**config.mk**
```make
export PLATFORM = sky130hd
export DESIGN_NAME = if_id_latch
export DESIGN_NICKNAME = d
export VERILOG_FILES = /design/src/rtl/if_id_latch.sv
export SDC_FILE = /design/constraint.sdc
export NUM_CORES = 1
export LEC_CHECK = 0
export CAP_MARGIN = 20
export CORE_MARGIN = 8
export CORE_UTILIZATION = 39
export DETAILED_ROUTE_END_ITERATION = 10
export GPL_TIMING_DRIVEN = 0
export PLACE_DENSITY = 0.82
export SLEW_MARGIN = 25
export SYNTH_ARGS = -nofsm -noshare
export SYNTH_HDL_FRONTEND = slang
export SYNTH_SLANG_ARGS = --single-unit
```
**constraint.sdc**
```tcl
create_clock -name CLK -period 2.4 [get_ports CLK]
set_input_delay 0.36 -clock CLK [delete_from_list [all_inputs] [get_ports CLK]]
set_output_delay 0.36 -clock CLK [all_outputs]
set_load 0.01 [all_outputs]
```
**src/rtl/if_id_latch.sv**
```systemverilog
// IF/ID pipeline latch: registers the fetched instruction, handles stall/flush/halt bubbles.
// Optional saturating fetch/bubble performance counters are enabled by the IF_ID_PERF_EN macro.

package if_id_pkg;
    typedef logic [31:0] word_t;
    typedef enum logic {RUN, HALTED} state_e;
    typedef enum logic [1:0] {OP_HOLD, OP_LOAD, OP_BUBBLE} op_e;
endpackage

module if_id_latch
    import if_id_pkg::*;
#(
    parameter word_t       NOP_WORD = 32'h00000000,
    parameter int unsigned CNT_W    = 32
) (
    input  logic             CLK,
    input  logic             nRST,
    input  logic             ihit,
    input  word_t            imemload,
    input  word_t            pc_i,
    input  word_t            npc_i,
    input  logic             stall,
    input  logic             flush,
    input  logic             halt,
    output word_t            instr_o,
    output word_t            pc_o,
    output word_t            npc_o,
    output logic             valid_o,
    output logic             halted_o,
    output logic [CNT_W-1:0] fetch_cnt,
    output logic [CNT_W-1:0] bubble_cnt
);

    state_e state, next_state;
    op_e    op;

    always_comb begin
        // NOTE: defaults are assigned first so every path drives every signal; no latch is inferred.
        next_state = state;
        op         = OP_HOLD;
        case (state)
            RUN: begin
                if (flush) begin
                    op = OP_BUBBLE;
                end else if (halt) begin
                    op         = OP_BUBBLE;
                    next_state = HALTED;
                end else if (stall) begin
                    op = OP_HOLD;
                end else if (ihit) begin
                    op = OP_LOAD;
                end else begin
                    op = OP_BUBBLE;
                end
            end
            HALTED: op = OP_BUBBLE;
            default: begin
                next_state = RUN;
                op         = OP_BUBBLE;
            end
        endcase
    end

    always_ff @(posedge CLK or negedge nRST) begin
        // NOTE: sequential state uses non-blocking assignments so all flops update from pre-edge values.
        if (!nRST) begin
            state <= RUN;
        end else begin
            state <= next_state;
        end
    end

    assign halted_o = (state == HALTED);

    // A bubble clears the instruction and valid bit but keeps the last PC pair.
    always_ff @(posedge CLK or negedge nRST) begin
        if (!nRST) begin
            instr_o <= NOP_WORD;
            pc_o    <= '0;
            npc_o   <= '0;
            valid_o <= 1'b0;
        end else begin
            case (op)
                OP_LOAD: begin
                    instr_o <= imemload;
                    pc_o    <= pc_i;
                    npc_o   <= npc_i;
                    valid_o <= 1'b1;
                end
                OP_BUBBLE: begin
                    instr_o <= NOP_WORD;
                    valid_o <= 1'b0;
                end
                default: ;
            endcase
        end
    end

`ifdef IF_ID_PERF_EN
    always_ff @(posedge CLK or negedge nRST) begin
        if (!nRST) begin
            fetch_cnt  <= '0;
            bubble_cnt <= '0;
        end else begin
            if (op == OP_LOAD && fetch_cnt != '1) begin
                fetch_cnt <= fetch_cnt + CNT_W'(1);
            end
            if (op == OP_BUBBLE && bubble_cnt != '1) begin
                bubble_cnt <= bubble_cnt + CNT_W'(1);
            end
        end
    end
`else
    assign fetch_cnt  = '0;
    assign bubble_cnt = '0;
`endif

endmodule

```
==> results of run 1 <==
-- cells in the mapped netlist, drive strengths merged --
cell type  number  area, um^2
nor3            1        5.00
clkbuf          5        18.8
conb            1        3.75
mux2           64         946
inv             1        3.75
nand2b         32         200
buf            76         637
nand3b          1        7.51
dfrtp          98        2450
a21o            1        7.51
o21ai          34         170
and3b           1        8.76
ha              3        37.5
o21a            1        7.51
nand2          33         124
-- logic make-up after synthesis --
| family | Yosys count | synth area share |
|---|---|---|
| other cells | 1 | 0.000810 |
| compound gates | 36 | 0.0400 |
| simple gates | 68 | 0.0746 |
| mux | 64 | 0.204 |
| buf+inv | 82 | 0.142 |
| fa+ha+maj | 3 | 0.00811 |
| flops | 98 | 0.530 |
-- timing repair --
action                                  4_1_cts  5_1_grt
hold buffers                                  1        0
endpoints found under the setup margin        0        0
endpoints found under the hold margin        35        0
-- critical path, cell delays in order --
cell	delay, ns
clkdlybuf4s50_1	0.42
nor3_1	0.43
and3b_1	0.23
ha_1	0.16
buf_6	0.21
buf_12	0.17
mux2_4	0.31
-- final cells by class --
cell class              instances  area share
plain buffers                  81      0.0883
clock buffers                  10      0.0322
clock inverters                 6      0.0153
inverters                       1    0.000505
multi-input cells             235       0.236
flip-flops and latches         98       0.330
well taps                     143      0.0241
repair buffers                201       0.273
-- registers in the layout (all words and copies together), names as in the netlist --
| signal | flops |
|---|---|
| npc_o | 32 |
| instr_o | 32 |
| valid_o | 1 |
| pc_o | 32 |
| halted_o | 1 |
-- placed cells by master, fill, tap and decap left out, drive strengths merged --
cell type,netlist,layout
clkdlybuf4s50,0,198
dfrtp,98,98
buf,76,78
conb,1,64
mux2,64,64
o21ai,34,34
nand2,33,33
nand2b,32,32
clkbuf,5,15
ha,3,3
bufinv,0,3
clkinvlp,0,2
nor3,1,1
nand3b,1,1
and3b,1,1
o21a,1,1
inv,1,1
a21o,1,1
clkinv,0,1
dlygate4sd3,0,1
-- routing by layer --
metal	up-vias	part of all wire
met5	-	0
met4	0	0.011
met3	10	0.089
met2	170	0.49
met1	1615	0.41
li1	1574	-
-- path summary, 6_finish.rpt --
check                           slack [ns]                   start                 endpoint
worst max-delay path                  0.32                   flush      pc_o[5]$_DFFE_PN0N_
worst min-delay path                  0.48                    nRST     npc_o[9]$_DFFE_PN0N_
worst max register to register        0.37      halted_o$_DFF_PN0_      pc_o[5]$_DFFE_PN0N_
worst min register to register        0.49  instr_o[7]$_DFFE_PN0P_   instr_o[7]$_DFFE_PN0P_
max in group asynchronous             1.29                    nRST  instr_o[12]$_DFFE_PN0P_
min in group CLK                      0.49  instr_o[7]$_DFFE_PN0P_   instr_o[7]$_DFFE_PN0P_
-- report_power, final --
group          switching, mW  internal [mW]  leakage [nW]
Combinational          0.142          0.257          1.95
Clock                  0.622           1.05         0.165
Sequential           0.00794           1.66          1.36
Total                  0.772           2.97          3.48
-- stage by stage --
stage          instances   util  hold slack (ns)
2_1_floorplan        415      -           0.0644
3_3_place_gp         757  0.611            0.465
3_5_place_dp         758  0.614            0.282
4_1_cts              775  0.645            0.475
5_1_grt              775  0.645            0.504
6_report             775  0.645            0.482
==> flow_summary.toml, run 1 <==
[status]
status = "finished, final reports clean"

[drt]
vias = 3369
routedWlPerCell_um = 17.6
drt_iter0_drc = 137
routed_via_density = 4.35
firstDrtPassIters = 4
drcViolationCount = 0
drt-total-wl_um = 13600
postRouteAntennaNets = 0

[clock_tree]
cts.sinks = 98
cts.path.max_buffers = 2
tritoncts = "built"
post_cts_resized = 0
cts_setup_buffers = 0
numCtsBuffers = 9
cts_root_buf = "clkbuf_16"
clk_pin_slew_ns = 0.07
clk_latency_ns = 0.34
cts-htree-levels = 3

[yosys]
synthCells = 352
synth_cell_types = 19
yosys_register_bits = 98
syn_area_um2 = 4630
synth.avg_cell_area_um2 = 13.2
yosysSeqAreaShare = 0.530
ys_warn_count = 0

[global_routing]
grt_util_all_layers = 0.176
grt_overflow = 0
gr-usage-met1 = 0.202
grt_pass1_vias = 3723
grt_max_degree = 64
use_met3 = 0.0744
grt_most_used_layer = "met2"
antenna_found_initial = 0
grt_pass1_wl_um = 21700
use_met2 = 0.299

[place]
io_buffers = 199
post-dp-hpwl_um = 10800
dpl_cell_area_um2 = 7070
place_congestion = 0.778
dp_slack_ns = -0.0319

[sta]
maxSlewViolCount = 0
final_hold_viol_count = 0
setup_slack_ns = 0.323
post-route-period-util = 0.865
fin_crit_ns = 2.08
fmax_mhz = 482
setup_tns_ns = 0
setup_viol = 0
clock_skew_ns = 0.00297
rsz0062_at_grt = "no"

[finish]
fillers = 867
final_nets = 732
multi_input_area_um2 = 1750
drive_gt1_frac = 0.250
fin_area_um2 = 7430
regArea_um2 = 2450
antenna_cells = 0
syn2layout_area_growth_pct = 60.5

[power]
power_mw = 3.74
pwr_density_cell_nw_per_um2 = 504
peakVddDrop_v = 0.000521
leakage_nw = 3.48

[setup_path]
crit_fanout = 10
worstPathArrival_ns = 2.30
critPathKind = "input port to register"
worstRegToRegCells = 6
cp-end-kind = "register"
crit_path_start_kind = "input port"
worstPathRequired_ns = 2.63

[die]
core_area_um2 = 11500
ioPinCount = 264
die_height_um = 125
die_area_um2 = 15600
initial_core_util = 0.402
rows = 39
die_w_um = 125

[min_path]
hp-class = "input port to asynchronous set/reset pin"

[run]
cap_violations = 0
Note: power is estimated with default switching activity, not from simulation.
==> run 2, diff against run 1 <==
Settings changed: CTS_CLUSTER_SIZE set to 16, PLACE_DENSITY 0.82 to unset, PLACE_DENSITY_LB_ADDON set to 0.15.
==> flow_summary.toml, run 2 (same netlist as run 1, synthesis figures left out) <==
[place]
dp_slack_ns = -0.0274
place_congestion = 0.690
post-dp-hpwl_um = 10100
io_buffers = 199
dpl_cell_area_um2 = 7070

[finish]
final_nets = 732
layout_common_cells = "198 x clkdlybuf4s50_1, 98 x dfrtp_1, 64 x buf_4, 64 x conb_1, 60 x mux2_4"
mostFrequentLayoutCell = "clkdlybuf4s50_1"
antenna_cells = 0
syn2layout_area_growth_pct = 59.2
fin_util = 0.640
fin_area_um2 = 7370
reg_top3 = "instr_o (32), npc_o (32), pc_o (32)"
drive_gt1_frac = 0.248

[run]
cap_violations = 0

[clock_tree]
holdBufCountCts = 1
cts.path.max_buffers = 2
clk_pin_slew_ns = 0.06
cts.sinks = 98
numCtsBuffers = 9
clk_latency_ns = 0.34
cts-htree-levels = 3
cts_setup_buffers = 0
tritoncts = "built"
post_cts_resized = 0
cts_root_buf = "clkbuf_16"

[global_routing]
use_met2 = 0.263
antenna_found_initial = 0
grt_max_degree = 51
gr-usage-met1 = 0.185
use_met3 = 0.0693
grt_util_all_layers = 0.161
grt_overflow = 0
grt_most_used_layer = "met2"
grt_pass1_wl_um = 19900
grt_pass1_vias = 3475

[setup_path]
critPathKind = "input port to register"
cp-end-kind = "register"
worstPathArrival_ns = 2.29
worstPathRequired_ns = 2.62
crit_fanout = 10
crit_buf_inv = 3
crit_chain = "clkdlybuf4s50_1 -> nor3_1 -> and3b_1 -> ha_1 -> buf_6 -> buf_12 -> mux2_4"
crit_path_start_kind = "input port"
cpPeakStageDelay_ns = 0.43
critPathTopFamily = "buffers and inverters"
cp_slowest_cell = "nor3_1"

[die]
core_area_um2 = 11500
die_w_um = 125
initial_core_util = 0.402
ioPinCount = 264
rows = 39
die_height_um = 125
die_area_um2 = 15600

[drt]
routedWlPerCell_um = 16.6
drcViolationCount = 0
drt-total-wl_um = 12800
routed_via_density = 4.25
postRouteAntennaNets = 0
drt_iter0_drc = 153
firstDrtPassIters = 4
vias = 3288

[status]
status = "finished, final reports clean"

[sta]
clock_skew_ns = 0.00490
rsz0062_at_grt = "no"
fin_crit_ns = 2.06
final_hold_viol_count = 0
hold_ws_ns = 0.481
post-route-period-util = 0.860
setup_slack_ns = 0.336
fmax_mhz = 484
setup_viol = 0
maxSlewViolCount = 0

[power]
leakage_nw = 3.46
power_mw = 3.50
pwr_density_cell_nw_per_um2 = 475
peakVddDrop_v = 0.000346

[min_path]
hp-class = "register to register"
## run 2: cell count changes in the layout (fill, tap and decap cells not counted)
cell and delta:
bufinv_16 -2, clkbuf_8 +1, clkinv_2 +2, clkinv_4 -1, clkinvlp_4 -2
## run 2: per-layer routing
layer / share of wire / wire length, um / up-vias
met4: 0.015 / 186 / 0
met3: 0.095 / 1220 / 12
met5: 0 / 0 / -
li1: - / - / 1578
met2: 0.48 / 6120 / 155
met1: 0.41 / 5290 / 1543
## run 2: layout make-up
class                           instances  area (um^2)
Clock buffer                           11          253
Multi-Input combinational cell        235         1750
Timing Repair Buffer                  201         2030
Inverter                                1         3.75
Clock inverter                          3         40.0
Buffer                                 81          656
Fill cell                             958         4150
Tap cell                              143          179
Sequential cell                        98         2450
## run 2: worst min-delay path, cell delays in order, from the launching register on
cell	delay [ns]
dfrtp_1	0.34
nand2_1	0.05
o21ai_0	0.06
## run 2: stage by stage
stage	TNS, ns	std cells
after detailed placement	-0.218	758
after CTS	0	773
after floorplan	0	415
after global routing	0	773
after global placement	-271.17	757
final	0	773
## run 2: worst paths after layout
check	from	end	slack [ns]	cells past startpoint
worst max-delay path	flush	npc_o[4]$_DFFE_PN0N_	0.34	7
worst min-delay path	instr_o[18]$_DFFE_PN0P_	instr_o[18]$_DFFE_PN0P_	0.48	2
worst max register to register	halted_o$_DFF_PN0_	npc_o[4]$_DFFE_PN0N_	0.40	6
worst min register to register	instr_o[18]$_DFFE_PN0P_	instr_o[18]$_DFFE_PN0P_	0.48	2
max in group asynchronous	nRST	valid_o$_DFFE_PN0P_	1.26	3
min in group asynchronous	nRST	pc_o[13]$_DFFE_PN0N_	0.52	2
## run 2: power breakdown
| part | leakage [nW] | switching, mW | internal, mW | total (mW) |
|---|---|---|---|---|
| logic | 1.95 | 0.140 | 0.256 | 0.396 |
| clock network | 0.147 | 0.583 | 0.849 | 1.43 |
| registers | 1.36 | 0.00749 | 1.67 | 1.67 |
==> run 3, diff against run 2 <==
==> constraint.sdc (replaced) <==
create_clock -name CLK -period 2.4 [get_ports CLK]
set_input_delay 0.36 -clock CLK [delete_from_list [all_inputs] [get_ports CLK]]
set_output_delay 0.36 -clock CLK [all_outputs]
set_load 0.005 [all_outputs]
==> results of run 3 <==
The final DEF is identical to that of run 2. Status: finished, final reports clean.
Main changes from that run: total power 3.50 mW -> 3.47 mW
==> patch, RTL diff (config.mk and constraints of run 1) <==
Set the parameter `CNT_W` to 40 (it was 32).
--- a/src/rtl/if_id_latch.sv
+++ b/src/rtl/if_id_latch.sv
@@ -13,3 +13,3 @@
     parameter word_t       NOP_WORD = 32'h00000000,
-    parameter int unsigned CNT_W    = 32
+    parameter int unsigned CNT_W    = 40
 ) (
Ports: changed (resized bubble_cnt and fetch_cnt); port bits go from 264 to 280. The function was not compared with the original's and may differ.
==> patch against run 1 <==
  * Clock power shrank 13%
  * Count of clock-buffer cells in the layout is the same
  * Sequential share of layout area down 0.60 points
  * Via count up 2.0%
  * Final area is 1.8% higher
  * Setup slack better by 0.023 ns
  * Total power down 4.8%
  * Area after synthesis is 2.6% higher
  * Wire length down 1.7%
  * Critical path depth did not move
  * Sequential cell count is the same
  * Critical path type unchanged
  * Critical endpoint is now pc_o[26]
  * Largest cell class unchanged
  * Highest routed layer unchanged
==> patch: results (changes against run 1) <==
| Metric | Value |
|---|---|
| Hold Crit Class | `register to register` |
| Fillcell total | `899 (+3.7%)` |
| Initial antenna violation count | `0 (unchanged)` |
| Switch share | `22.1% (+1.5 points)` |
| CP startpoint | `flush` |
| Drt via density | `4.24 (-2.5%)` |
| Area of the multi-input gates | `1810 sq um (+3.4%)` |
| VDD IR max | `0.385 mV (-26%)` |
| Syn. warnings | `0 (unchanged)` |
| Seq/Total Area, Yosys | `51.6% (-1.3 points)` |
| Register area | `2450 sq um (unchanged)` |
| DP Cell Count | `794 (+4.7%)` |
| Slowest CP cell | `clkdlybuf4s50_1` |
| Clock-net power | `1.46 mW (-13%)` |
| Nets | `764 (+4.4%)` |
| Worst reg2reg startpoint | `halted_o` |
| Clock tree root buffer cell | `clkbuf_16` |
| Placed cell area | `7250 sq um (+2.6%)` |
| Clk tree area frac | `4.02% (-0.73 points)` |
| Comb_multi_in | `251 (+6.8%)` |
| Post-CTS Setup Repair Bufs | `0 (unchanged)` |
| Synth async-reset ratio | `100% (unchanged)` |
| DP HPWL | `10800 um (about the same)` |
| Clock tree buffer count of the final layout | `10 (unchanged)` |
| CP peak stage delay | `0.42 ns` |
| Post-route insts no fill | `811 (+4.6%)` |
| Share of cells above drive strength 1 | `26.2% (+1.2 points)` |
| Die span in x | `126 um (+1.1%)` |
| Largest net degree at the start of global routing | `58 (-9.4%)` |
| Critical Path Fanout Max | `10 (unchanged)` |
| Worst path required time | `2.62 ns (about the same)` |
| Cts hold-fix bufs | `1 (unchanged)` |
| Routed WL | `13400 um (-1.7%)` |
| Drt pass-1 iters | `4 (unchanged)` |
| Synth area leaders | `dfrtp_1, mux2_4, buf_4` |
| Worst Skew | `0.00435 ns (+0.00138 ns)` |
| Synth Register Bits | `98 (unchanged)` |
| Pre-CTS setup slack | `-0.0165 ns (+0.0154 ns)` |
| Cell variety after synth | `19 (unchanged)` |
| Initial drt markers | `126 (-8.0%)` |
| Comb power frac | `12.1% (+1.5 points)` |
| Tot Pwr | `3.56 mW (-4.8%)` |
| Status | `finished clean` |
| Top Registers | `instr_o: 32 flops, npc_o: 32 flops, pc_o: 32 flops` |
| Non-clk bufs | `298 (+5.7%)` |
| Seq/total area | `32.4% (-0.60 points)` |
| Total track usage | `16.4% (-1.2 points)` |
| Synth cell count leaders | `dfrtp_1, buf_4, mux2_4` |
| Gpl congestion | `0.839 (+7.9%)` |
| First-pass GRT wire length | `20600 um (-5.3%)` |
| Buffers added on ports | `199 (unchanged)` |
| Buffer share of cell area | `37.1% (+0.94 points)` |
| Leakage | `3.60 nW (+3.5%)` |
| Worst-path clk slew | `0.07 ns (about the same)` |
| Non-CTS inverters | `1 (unchanged)` |
| HP Start | `instr_o[17]` |
| Vias in the first global route | `3714 (-0.24%)` |
| Avg Inst Size Synth | `12.9 sq um (-1.9%)` |
[patch: cell count changes after synthesis, sizes merged]
cell  change
buf      +16
[patch: logic make-up after synthesis]
kind of cell / Yosys count / share of synthesized area, %
buf+inv: 98 / 16.4
flops: 98 / 51.6
simple gates: 68 / 7.27
mux: 64 / 19.9
compound gates: 36 / 3.90
fa+ha+maj: 3 / 0.790
other cells: 1 / 0.0790
[patch: routing by layer]
layer  part of all wire [%]  GRT usage (%)  up-vias
met5                      0              0        -
met2                     50           28.6      170
met1                     39           17.7     1620
li1                       -              -     1629
met4                    1.9           6.37        0
met3                    8.7           6.12       17
[patch: worst paths after layout]
kind / end / slack, ns / cells past startpoint
worst max-delay path: pc_o[26] / 0.35 / 7
worst min-delay path: instr_o[17] / 0.48 / 2
worst max register to register: pc_o[26] / 0.41 / 6
worst min register to register: instr_o[17] / 0.48 / 2
max in group asynchronous: instr_o[31] / 1.27 / 3
min in group asynchronous: pc_o[20] / 0.51 / 2
